===== src/rtl/jt12_regwr.sv =====
// YM2612/YM2203 CPU register-write front end: address latch, write decode, slot-synchronised update strobes.
// Optional CH3 special-mode registers are built in when JT12_CH3FX_EN is defined.
module jt12_regwr #(
  parameter int num_ch = 6
) (
  input  logic        clk,
  input  logic        rst_n,
  input  logic        clk_en,
  input  logic        wr,
  input  logic        a0,
  input  logic        a1,
  input  logic [7:0]  din,
  input  logic        zero,
  output logic        busy,
  output logic [2:0]  ch,
  output logic [1:0]  op,
  output logic [7:0]  dout,
  output logic        up_keyon,
  output logic        up_dt1,
  output logic        up_tl,
  output logic        up_ks_ar,
  output logic        up_amen_dr,
  output logic        up_sr,
  output logic        up_sl_rr,
  output logic        up_ssgeg,
  output logic        up_fnumlo,
  output logic        up_alg,
  output logic        up_pms,
  output logic [5:0]  latch_fnum,
  output logic        effect,
  output logic [10:0] fnum_ch3op1,
  output logic [10:0] fnum_ch3op2,
  output logic [10:0] fnum_ch3op3,
  output logic [2:0]  block_ch3op1,
  output logic [2:0]  block_ch3op2,
  output logic [2:0]  block_ch3op3
);

  localparam logic PART_EN = (num_ch == 6);

  // Strobe bit order: keyon, dt1, tl, ks_ar, amen_dr, sr, sl_rr, ssgeg, fnumlo, alg, pms
  function automatic logic [10:0] decode_strobe(input logic [8:0] addr);
    logic [10:0] s;
    s = 11'd0;
    if (addr[1:0] != 2'd3) begin
      case (addr[7:4])
        4'h3: s[1] = 1'b1;
        4'h4: s[2] = 1'b1;
        4'h5: s[3] = 1'b1;
        4'h6: s[4] = 1'b1;
        4'h7: s[5] = 1'b1;
        4'h8: s[6] = 1'b1;
        4'h9: s[7] = 1'b1;
        4'hA: s[8] = (addr[3:2] == 2'd0);
        4'hB: begin
          s[9]  = (addr[3:2] == 2'd0);
          s[10] = (addr[3:2] == 2'd1);
        end
        default: s = 11'd0;
      endcase
    end else begin
      s = 11'd0;
    end
    if (addr == 9'h028) begin
      s[0] = 1'b1;
    end else begin
      s[0] = s[0];
    end
    return s;
  endfunction

  logic [8:0]  addr_q, addr_d;
  logic [10:0] up_q, up_d;
  logic        busy_q, busy_d;
  logic        zcnt_q, zcnt_d;
  logic [7:0]  dout_q, dout_d;
  logic [2:0]  ch_q, ch_d;
  logic [1:0]  op_q, op_d;
  logic [5:0]  latch_q, latch_d;
  logic        part_s;
  logic        data_wr_s;
  logic [10:0] strobe_s;

  assign part_s    = a1 & PART_EN;
  assign data_wr_s = wr & a0 & ~busy_q;
  assign strobe_s  = decode_strobe(addr_q);

  // Next-state for address latch, pending-write tracker and latched outputs
  always_comb begin
    addr_d  = addr_q;
    up_d    = up_q;
    busy_d  = busy_q;
    zcnt_d  = zcnt_q;
    dout_d  = dout_q;
    ch_d    = ch_q;
    op_d    = op_q;
    latch_d = latch_q;
    if (wr && !a0) begin
      addr_d = {part_s, din};
    end else begin
      addr_d = addr_q;
    end
    if (busy_q) begin
      // Acceptance clk never gets here, so a zero pulse in that clk is not counted
      if (clk_en && zero) begin
        if (zcnt_q) begin
          up_d   = 11'd0;
          busy_d = 1'b0;
          zcnt_d = 1'b0;
        end else begin
          zcnt_d = 1'b1;
        end
      end else begin
        zcnt_d = zcnt_q;
      end
    end else if (data_wr_s) begin
      if (|strobe_s) begin
        up_d   = strobe_s;
        busy_d = 1'b1;
        zcnt_d = 1'b0;
        dout_d = din;
        ch_d   = {addr_q[8], addr_q[1:0]};
        op_d   = addr_q[3:2];
      end else begin
        up_d = up_q;
      end
      if (addr_q[7:2] == 6'b1010_01 && addr_q[1:0] != 2'd3) begin
        latch_d = din[5:0];
      end else begin
        latch_d = latch_q;
      end
    end else begin
      busy_d = busy_q;
    end
  end

  // Core state registers
  always_ff @(posedge clk or negedge rst_n) begin
    if (!rst_n) begin
      addr_q  <= 9'd0;
      up_q    <= 11'd0;
      busy_q  <= 1'b0;
      zcnt_q  <= 1'b0;
      dout_q  <= 8'd0;
      ch_q    <= 3'd0;
      op_q    <= 2'd0;
      latch_q <= 6'd0;
    end else begin
      addr_q  <= addr_d;
      up_q    <= up_d;
      busy_q  <= busy_d;
      zcnt_q  <= zcnt_d;
      dout_q  <= dout_d;
      ch_q    <= ch_d;
      op_q    <= op_d;
      latch_q <= latch_d;
    end
  end

  assign busy       = busy_q;
  assign ch         = ch_q;
  assign op         = op_q;
  assign dout       = dout_q;
  assign latch_fnum = latch_q;
  assign up_keyon   = up_q[0];
  assign up_dt1     = up_q[1];
  assign up_tl      = up_q[2];
  assign up_ks_ar   = up_q[3];
  assign up_amen_dr = up_q[4];
  assign up_sr      = up_q[5];
  assign up_sl_rr   = up_q[6];
  assign up_ssgeg   = up_q[7];
  assign up_fnumlo  = up_q[8];
  assign up_alg     = up_q[9];
  assign up_pms     = up_q[10];

`ifdef JT12_CH3FX_EN
  logic        eff_q, eff_d;
  logic [10:0] fn1_q, fn1_d, fn2_q, fn2_d, fn3_q, fn3_d;
  logic [2:0]  bl1_q, bl1_d, bl2_q, bl2_d, bl3_q, bl3_d;

  // CH3 special-mode register decode (part 0 only)
  always_comb begin
    eff_d = eff_q;
    fn1_d = fn1_q;
    fn2_d = fn2_q;
    fn3_d = fn3_q;
    bl1_d = bl1_q;
    bl2_d = bl2_q;
    bl3_d = bl3_q;
    if (data_wr_s && !addr_q[8]) begin
      case (addr_q[7:0])
        8'h27: eff_d = din[6];
        8'hA9: fn1_d = {fn1_q[10:8], din};
        8'hAA: fn2_d = {fn2_q[10:8], din};
        8'hA8: fn3_d = {fn3_q[10:8], din};
        8'hAD: begin bl1_d = din[5:3]; fn1_d = {din[2:0], fn1_q[7:0]}; end
        8'hAE: begin bl2_d = din[5:3]; fn2_d = {din[2:0], fn2_q[7:0]}; end
        8'hAC: begin bl3_d = din[5:3]; fn3_d = {din[2:0], fn3_q[7:0]}; end
        default: eff_d = eff_q;
      endcase
    end else begin
      eff_d = eff_q;
    end
  end

  // CH3 special-mode registers
  always_ff @(posedge clk or negedge rst_n) begin
    if (!rst_n) begin
      eff_q <= 1'b0;
      fn1_q <= 11'd0;
      fn2_q <= 11'd0;
      fn3_q <= 11'd0;
      bl1_q <= 3'd0;
      bl2_q <= 3'd0;
      bl3_q <= 3'd0;
    end else begin
      eff_q <= eff_d;
      fn1_q <= fn1_d;
      fn2_q <= fn2_d;
      fn3_q <= fn3_d;
      bl1_q <= bl1_d;
      bl2_q <= bl2_d;
      bl3_q <= bl3_d;
    end
  end

  assign effect       = eff_q;
  assign fnum_ch3op1  = fn1_q;
  assign fnum_ch3op2  = fn2_q;
  assign fnum_ch3op3  = fn3_q;
  assign block_ch3op1 = bl1_q;
  assign block_ch3op2 = bl2_q;
  assign block_ch3op3 = bl3_q;
`else
  assign effect       = 1'b0;
  assign fnum_ch3op1  = 11'd0;
  assign fnum_ch3op2  = 11'd0;
  assign fnum_ch3op3  = 11'd0;
  assign block_ch3op1 = 3'd0;
  assign block_ch3op2 = 3'd0;
  assign block_ch3op3 = 3'd0;
`endif

endmodule


===== config.mk =====
export PLATFORM = sky130hd
export DESIGN_NAME = jt12_regwr
export DESIGN_NICKNAME = d
export VERILOG_FILES = /design/src/rtl/jt12_regwr.sv
export SDC_FILE = /design/constraint.sdc
export NUM_CORES = 1
export LEC_CHECK = 0
export BUFFER_PORTS_ARGS = -buffer_cell sky130_fd_sc_hd__buf_2
export CAP_MARGIN = 10
export CORE_UTILIZATION = 40
export DETAILED_ROUTE_END_ITERATION = 8
export GPL_TIMING_DRIVEN = 0
export PLACE_DENSITY_LB_ADDON = 0.08
export SYNTH_ARGS = -nofsm -noshare
export SYNTH_HDL_FRONTEND = slang
export SYNTH_SLANG_ARGS = --single-unit
export TNS_END_PERCENT = 20

===== constraint.sdc =====
create_clock -name clk -period 6.9 [get_ports clk]
set_input_delay 0 -clock clk [delete_from_list [all_inputs] [get_ports clk]]
set_output_delay 0 -clock clk [all_outputs]
set_load 0.05 [all_outputs]

# [Word-level counts from Yosys, hierarchy flattened]
# Cells that the tools add are included.
[word_totals] wordCells=63 ram_bits=0 regBits=41 output_inout_bits=74 in_bits=15 latchBits=0 rom_bits=0 n_memories=0
[op_classes] magnitude_cmp=0 n_addsub=0 reduce_logical=12 eq_ne=15 n_mul=0 mux=25 div=0 bitwise_logic=3 shift=0
[ops] cell="$mux W11" count=6
[ops] cell="$mux W1" count=18
[ops] cell="$eq A4 B3 Y1 const B" count=4
[ops] cell="$eq A4 B4 Y1 const B" count=4
[ops] cell="$reduce_or A11 Y1" count=1
[ops] cell="$eq A9 B6 Y1 const B" count=1
[ops] cell="$reduce_and A3 Y1" count=3
[ops] cell="$eq A6 B6 Y1 const B" count=1
[ops] cell="$eq A4 B2 Y1 const B" count=1
[ops] cell="$ne A2 B1 Y1 const B" count=2
[ops] cell="$reduce_and A4 Y1" count=1
[ops] cell="$reduce_bool A2 Y1" count=2
[ops] cell="$logic_and A1 B1 Y1" count=3
[ops] cell="$and A1 B1 Y1" count=2
[ops] cell="$eq A2 B1 Y1 const B" count=1
[ops] cell="$logic_not A2 Y1" count=1
[ops] cell="$mux W2" count=1
[ops] cell="$ne A2 B2 Y1 const B" count=1
[ops] cell="$logic_not A1 Y1" count=1
[ops] cell="$not A1 Y1" count=1

# [Depth between registers and ports, before layout]
# Gate-level depths: netlist of run 1.
[depth] word_depth=8 depth_mapped=9 mapped_depth_nobuf=5

# [Worst setup path after synthesis of run 1]
# No wires, ideal clock.
[synth_timing] path_type="register to register" from="register addr_q[6]" to="register dout_q[0] (netlist: dout[0])" required_time_ps=6775 setup_ps=125 path_stages_with_launch=9 arrival_time_ps=2047 slack_ps=4728 cell_sequence="dfrtp_1 -> buf_6 -> or4b_1 -> nand3b_4 -> a21oi_4 -> or2_1 -> buf_4 -> buf_12 -> mux2_4"
[synth_via] elab_chain_len=5 elab_cells_between_ends=23 cone_classes="eq/ne: 10; mux: 11; reduce/logical: 2"
[synth_rtl] item="start: declaration" line="72" source="logic [8:0] addr_q, addr_d;"
[synth_rtl] item="start signal: assignment" line="149" source="addr_q <= addr_d;"
[synth_rtl] item="$eq A4 B2 Y1, or another cell as far along" line="46" source="case (addr[7:4])"
[synth_rtl] item="$mux W1 or $mux W2 (tied branches)" line="46"
[synth_rtl] item="$mux W11" line="45" source="if (addr[1:0] != 2'd3) begin"
[synth_rtl] item="$reduce_or A11 Y1 *" line="117" source="if (|strobe_s) begin"
[synth_rtl] item="$reduce_and A3 Y1 (no line) *"
[synth_rtl] item="end signal: assignment" line="153" source="dout_q <= dout_d;"
[synth_rtl] item="end: declaration" line="76" source="logic [7:0] dout_q, dout_d;"
# Mark *: on every way between the ends. The rest lies on a longest branch, timed or not.
# A chain may end at the register's enable or synchronous reset.

# [Worst setup path after layout of run 1]
[layout_timing] from="register addr_q[6]" to="register dout_q[5] (netlist: dout[5])"
# Same word-level chain as after synthesis.

==> results of run 1 <==
==> sequential cells by signal, indices dropped and copies added (netlist names) <==
register / flops
op: 2
busy: 1
latch_fnum: 6
dout: 8
up_q: 11
zcnt_q: 1
ch: 3
addr_q: 9
==> placed cells by master, fill, tap and decap left out, drive strengths merged, types with 4 or more instances in the layout <==
cell type	count
buf	92
conb	43
dfrtp	41
mux2	27
dlygate4sd3	10
clkbuf	10
nand2	9
nand3	6
nor3	5
nor2	4
==> final cells by class <==
type / instances / share of cell area, %
timing repair buffer: 55 / 11.5
clock buffer: 7 / 3.06
multi-input combinational: 128 / 31.1
clock inverter: 1 / 1.06
buffer: 50 / 13.6
sequential: 41 / 36.4
tap: 70 / 3.10
inverter: 1 / 0.133
==> synth_stat cells, types with 2 or more instances <==
cell type / count
buf_4: 44
dfrtp_1: 41
mux2_2: 19
nand2_1: 9
mux2_4: 8
nand3_1: 6
nor3_1: 5
nor2_1: 4
a21o_1: 3
clkbuf_1: 3
a21oi_1: 2
a22o_1: 2
a31o_2: 2
buf_6: 2
nor3b_1: 2
nor4_1: 2
nor4b_1: 2
o2bb2ai_1: 2
o31ai_1: 2
==> critical path, cell delays in order (launching register included) <==
cell      delay, ns
dfrtp_1        0.38
buf_6          0.14
or4b_1         0.53
nand3b_4       0.18
a21oi_4        0.23
or2_1          0.14
buf_4          0.16
buf_12         0.15
mux2_4         0.30
==> path summary, 6_finish.rpt <==
kind                            cells past startpoint      start  slack [ns]  endpoint
worst max-delay path                                8  addr_q[6]        4.56   dout[5]
worst min-delay path                                3       zero        0.02      busy
worst max register to register                      8  addr_q[6]        4.56   dout[5]
worst min register to register                      1    up_q[9]        0.48   up_q[9]
max in group asynchronous                           2      rst_n        5.98   up_q[6]
min in group asynchronous                           2      rst_n        0.36     op[1]
==> cell families (layout without fill, tap and decap cells) <==
group | after synthesis | in the layout | synth area share [%]
mux | 27 | 27 | 15.7
xor+xnor | 1 | 1 | 0.410
simple gates | 40 | 40 | 11.0
flops | 41 | 41 | 48.1
compound gates | 17 | 17 | 6.57
other cells | 1 | 43 | 0.176
buf+inv | 51 | 114 | 18.2
==> stage by stage <==
| stage | cells | setup slack [ns] | total power, mW |
|---|---|---|---|
| 6_report | 353 | 4.56 | 1.02 |
| 5_1_grt | 353 | 4.36 | 1.06 |
| 4_1_cts | 353 | 4.56 | 1.03 |
| 3_5_place_dp | 335 | 4.60 | 0.818 |
| 3_3_place_gp | 335 | 4.58 | 0.817 |
| 2_1_floorplan | 220 | 4.73 | 0.727 |
==> power groups by stage <==
stage	registers, mW	clock network [mW]	logic (mW)
after global routing	0.359	0.210	0.493
after global placement	0.354	0	0.463
after CTS	0.351	0.204	0.470
final	0.350	0.197	0.469
after floorplan	0.547	0	0.180
after detailed placement	0.354	0	0.465
==> repair_timing <==
action                    CTS  global route
buffers inserted            0             0
hold buffers               10             0
hold endpoints to repair   64             0
==> routing by layer <==
layer / GRT usage, % / vias to the layer above / routed length [um]
met4: 5.66 / 0 / 57
met5: 0 / - / 0
met3: 4.28 / 6 / 264
met2: 23.3 / 55 / 1750
met1: 21.4 / 667 / 1880
li1: - / 744 / -
==> flow_summary.yaml, run 1 <==
cells_and_area:
  diodes: 0
  seq_area_sq_um: 1030
  fillers: 453
  drive_gt1_share_pct: 45.9
  fin_util_pct: 55.2
  multi_input_area_sq_um: 878
  design_area_sq_um: 2820
  finalNetCount: 297
  synthToLayoutAreaGrowth_pct: 32.2
placed_design:
  placed_area_sq_um: 2610
  dp_hpwl_um: 2860
  place_congestion: 0.740
  io_buffers: 45
critical_path:
  worstPathRequired_ns: 7.08
  critPathKind: "flop to flop"
  cp-end-kind: "flop"
  worst-endpoint-arrival_ns: 2.51
  cp-start-kind: "flop"
  worst-path-max-fanout: 10
detailed_routing:
  ant_nets: 0
  first_iter_violations: 38
  drt-pass1-iter-count: 4
  wl_um: 3950
  viasPerCell: 4.17
  wl_per_cell_um: 11.2
  drc_errors: 0
  num_vias: 1472
sta:
  setup_viol: 0
  relSlewSlack_pct: 40.6
  tightest_slew_ns: 0.891
  rsz0062_at_grt: "false"
  holdWs_ns: 0.0213
  fin_crit_sh_pct: 33.8
  tns_ns: 0
  fmax_ghz: 0.428
  skew_ns: 0.00710
  period_needed_ns: 2.34
  slew_viol_final: 0
  hold_viol_final: 0
power:
  sw_frac_of_total_pct: 44.3
  p_clk_share_pct: 19.4
  peakVddDrop_mv: 0.236
  p_sw_mw: 0.450
  powerDensity_nw_per_um2: 360
  p_leak_nw: 1.52
  power.internal_mw: 0.565
  pwr-share-seq_pct: 34.5
  p_comb_share_pct: 46.2
logic_synthesis:
  ys_async_sr_fraction_pct: 100
  synth_cell_types: 37
  synth_seq_cells: 41
  ys_warn_count: 0
  yosysTopAreaCell: "dfrtp_1"
  ys_seq_area_share_pct: 48.1
  avgSynthCellArea_sq_um: 12.0
  synth_edf_count: 0
  dominantRegCellSynth: "dfrtp_1"
  syn_area_sq_um: 2130
  synthCells: 178
  synth.area.top_cells: "dfrtp_1 (48%), buf_4 (15%), mux2_2 (10%)"
  netlist.area_leader.share_pct: 48.1
die:
  dieArea_sq_um: 5630
  num_rows: 26
  dieWidth_um: 75.1
  core_sq_um: 5110
  io_pins: 89
  fp.dieH_um: 75.1
  start_util_pct: 41.8
global_routing:
  grt_max_degree: 42
  grt_pass1_vias: 1337
  grt_pass1_wl_um: 6380
  track_usage_pct: 15.5
  antenna_found_initial: 0
  overflow: 0
cts:
  root_buffer: "clkbuf_8"
  htree_levels: 2
  cts_num_sinks: 41
  cts_tree: "done"
  clock_path_buffers: 2
  cts_made_buffers: 5
  insertion_delay_ns: 0.29
  ctsResizeCount: 0
  path_clk_slew_ns: 0.07
outcome:
  outcome: "finished, final reports clean"
worst_hold_path:
  hp-class: "input port to flop"
run:
  maxCapViolCount: 0
No activity file was read; power rests on OpenSTA's default activity.
==> run 2, diff against run 1 <==
clock period = 1.9 ns   (was 6.9 ns; I/O delays follow)
==> run 2 against run 1 <==
Net effect: the flow now finishes with violations (setup timing); clock skew decreased by 0.00099 ns; fmax grew 11%; wire length rose by 8.3%; non-clock buffer count grew 15; die area stayed put; cell count increased by 4.2%; clock power grew to 4.2 times the previous value; sequential cell count unchanged; critical endpoint is now dout[0].
==> flow_summary.yaml, run 2 (synthesis gave the netlist of run 1 again) <==
critical_path:
  crit_start: "addr_q[7]"
  worst-path-max-fanout: 9
  cp-start-kind: "flop"
  worst-endpoint-arrival_ns: 2.29
  r2r_setup_slack_ns: -0.21
  worstPathRequired_ns: 2.09
  critPathKind: "flop to flop"
  r2r-start: "addr_q[7]"
  cp-end-kind: "flop"
die:
  dieArea_sq_um: 5630
  fp.dieH_um: 75.1
  dieWidth_um: 75.1
  io_pins: 89
  num_rows: 26
  start_util_pct: 41.8
  core_sq_um: 5110
sta:
  hold_viol_final: 0
  fin_crit_sh_pct: 111
  tightest_slew_ns: 0.916
  setup_viol: 21
  rsz0062_at_grt: "true"
  slew_viol_final: 0
  fmax_ghz: 0.475
  relSlewSlack_pct: 38.9
  tns_ns: -3.21
  skew_ns: 0.00610
  setup_ws_ns: -0.207
  period_needed_ns: 2.11
cts:
  cts_tree: "done"
  htree_levels: 2
  insertion_delay_ns: 0.29
  root_buffer: "clkbuf_8"
  clock_path_buffers: 2
  path_clk_slew_ns: 0.08
  cts_num_sinks: 41
  cts_made_buffers: 5
cells_and_area:
  top_register: "up_q"
  finalNetCount: 312
  largest_reg_flops: 11
  fillers: 426
  final_common_cell: "buf_4"
  drive_gt1_share_pct: 53.7
  final_cell_mix: "buf_4 (57), buf_2 (45), conb_1 (43)"
  synthToLayoutAreaGrowth_pct: 43.4
  diodes: 0
worst_hold_path:
  hold_start: "zero"
  hp-class: "input port to flop"
detailed_routing:
  drt-pass1-iter-count: 4
  drc_errors: 0
  wl_per_cell_um: 11.6
  first_iter_violations: 37
  ant_nets: 0
  viasPerCell: 4.14
  wl_um: 4280
  num_vias: 1525
global_routing:
  grt_pass1_wl_um: 6460
  grt_pass1_vias: 1307
  overflow: 0
  grt_max_degree: 42
  antenna_found_initial: 0
  track_usage_pct: 15.7
placed_design:
  pre_cts_slack_ns: -0.408
  io_buffers: 45
  dp_hpwl_um: 2840
  place_congestion: 0.724
power:
  sw_frac_of_total_pct: 42.8
  powerDensity_nw_per_um2: 1280
  power.internal_mw: 2.24
  p_sw_mw: 1.68
  p_comb_share_pct: 46.8
  p_clk_share_pct: 20.9
  pwr-share-seq_pct: 32.3
  p_leak_nw: 1.65
  peakVddDrop_mv: 1.00
outcome:
  violations: "setup timing"
  outcome: "complete, but fails checks"
run:
  maxCapViolCount: 0
[run 2: path summary, 6_finish.rpt]
| path | depth (start not counted) | to |
|---|---|---|
| max | 8 | dout[0] |
| min | 3 | busy |
| max reg2reg | 8 | dout[0] |
| min reg2reg | 1 | up_q[9] |
| max in group asynchronous | 2 | addr_q[4] |
| min in group asynchronous | 2 | zcnt_q |
[run 2: worst max-delay path, cell delays in order (launching register included)]
cell and delay (ns):
dfrtp_2 0.42, nor3b_2 0.16, nor4b_4 0.13, o31a_1 0.32, buf_6 0.15, or2_4 0.25, buf_6 0.14, clkbuf_16 0.15
mux2_4 0.29
[run 2: power by group through the flow]
stage,registers (mW),clock network [mW],logic [mW]
final,1.27,0.822,1.84
after global routing,1.30,0.871,1.93
after CTS,1.26,0.842,1.74
after detailed placement,1.28,0,1.69
after global placement,1.28,0,1.69
after floorplan,1.99,0,0.655
[run 2: metrics by stage]
stage	instances	hold WS, ns	power (mW)	area (sq um)	utilization, %
4_1_cts	356	0.0111	3.85	2900	56.8
3_3_place_gp	335	0.197	2.97	2610	51.1
6_report	368	0.0220	3.92	3060	59.9
3_5_place_dp	335	0.188	2.97	2610	51.1
5_1_grt	368	0.0215	4.10	3060	59.9
2_1_floorplan	220	-0.296	2.64	2300	-
[run 2: layer usage]
metal	part of all wire, %	global-route usage [%]
met5	0	0
met4	1.2	5.66
met3	6.4	4.42
met2	45	23.6
met1	48	21.8
[run 2: area by class of cell]
type | instances | area [sq um] | share of cell area, %
tap | 70 | 87.6 | 2.86
inverter | 1 | 3.75 | 0.123
clock buffer | 5 | 68.8 | 2.25
timing repair buffer | 71 | 475 | 15.5
buffer | 49 | 385 | 12.6
clock inverter | 3 | 65.1 | 2.13
sequential | 41 | 1030 | 33.7
multi-input combinational | 128 | 943 | 30.8
[run 2: timing repair]
action,CTS,global route
pin swaps,1,3
endpoints found under the setup margin,28,30
buffers inserted,3,12
hold endpoints to repair,64,0
gates cloned,0,1
resized for setup,9,10
hold buffers,10,0
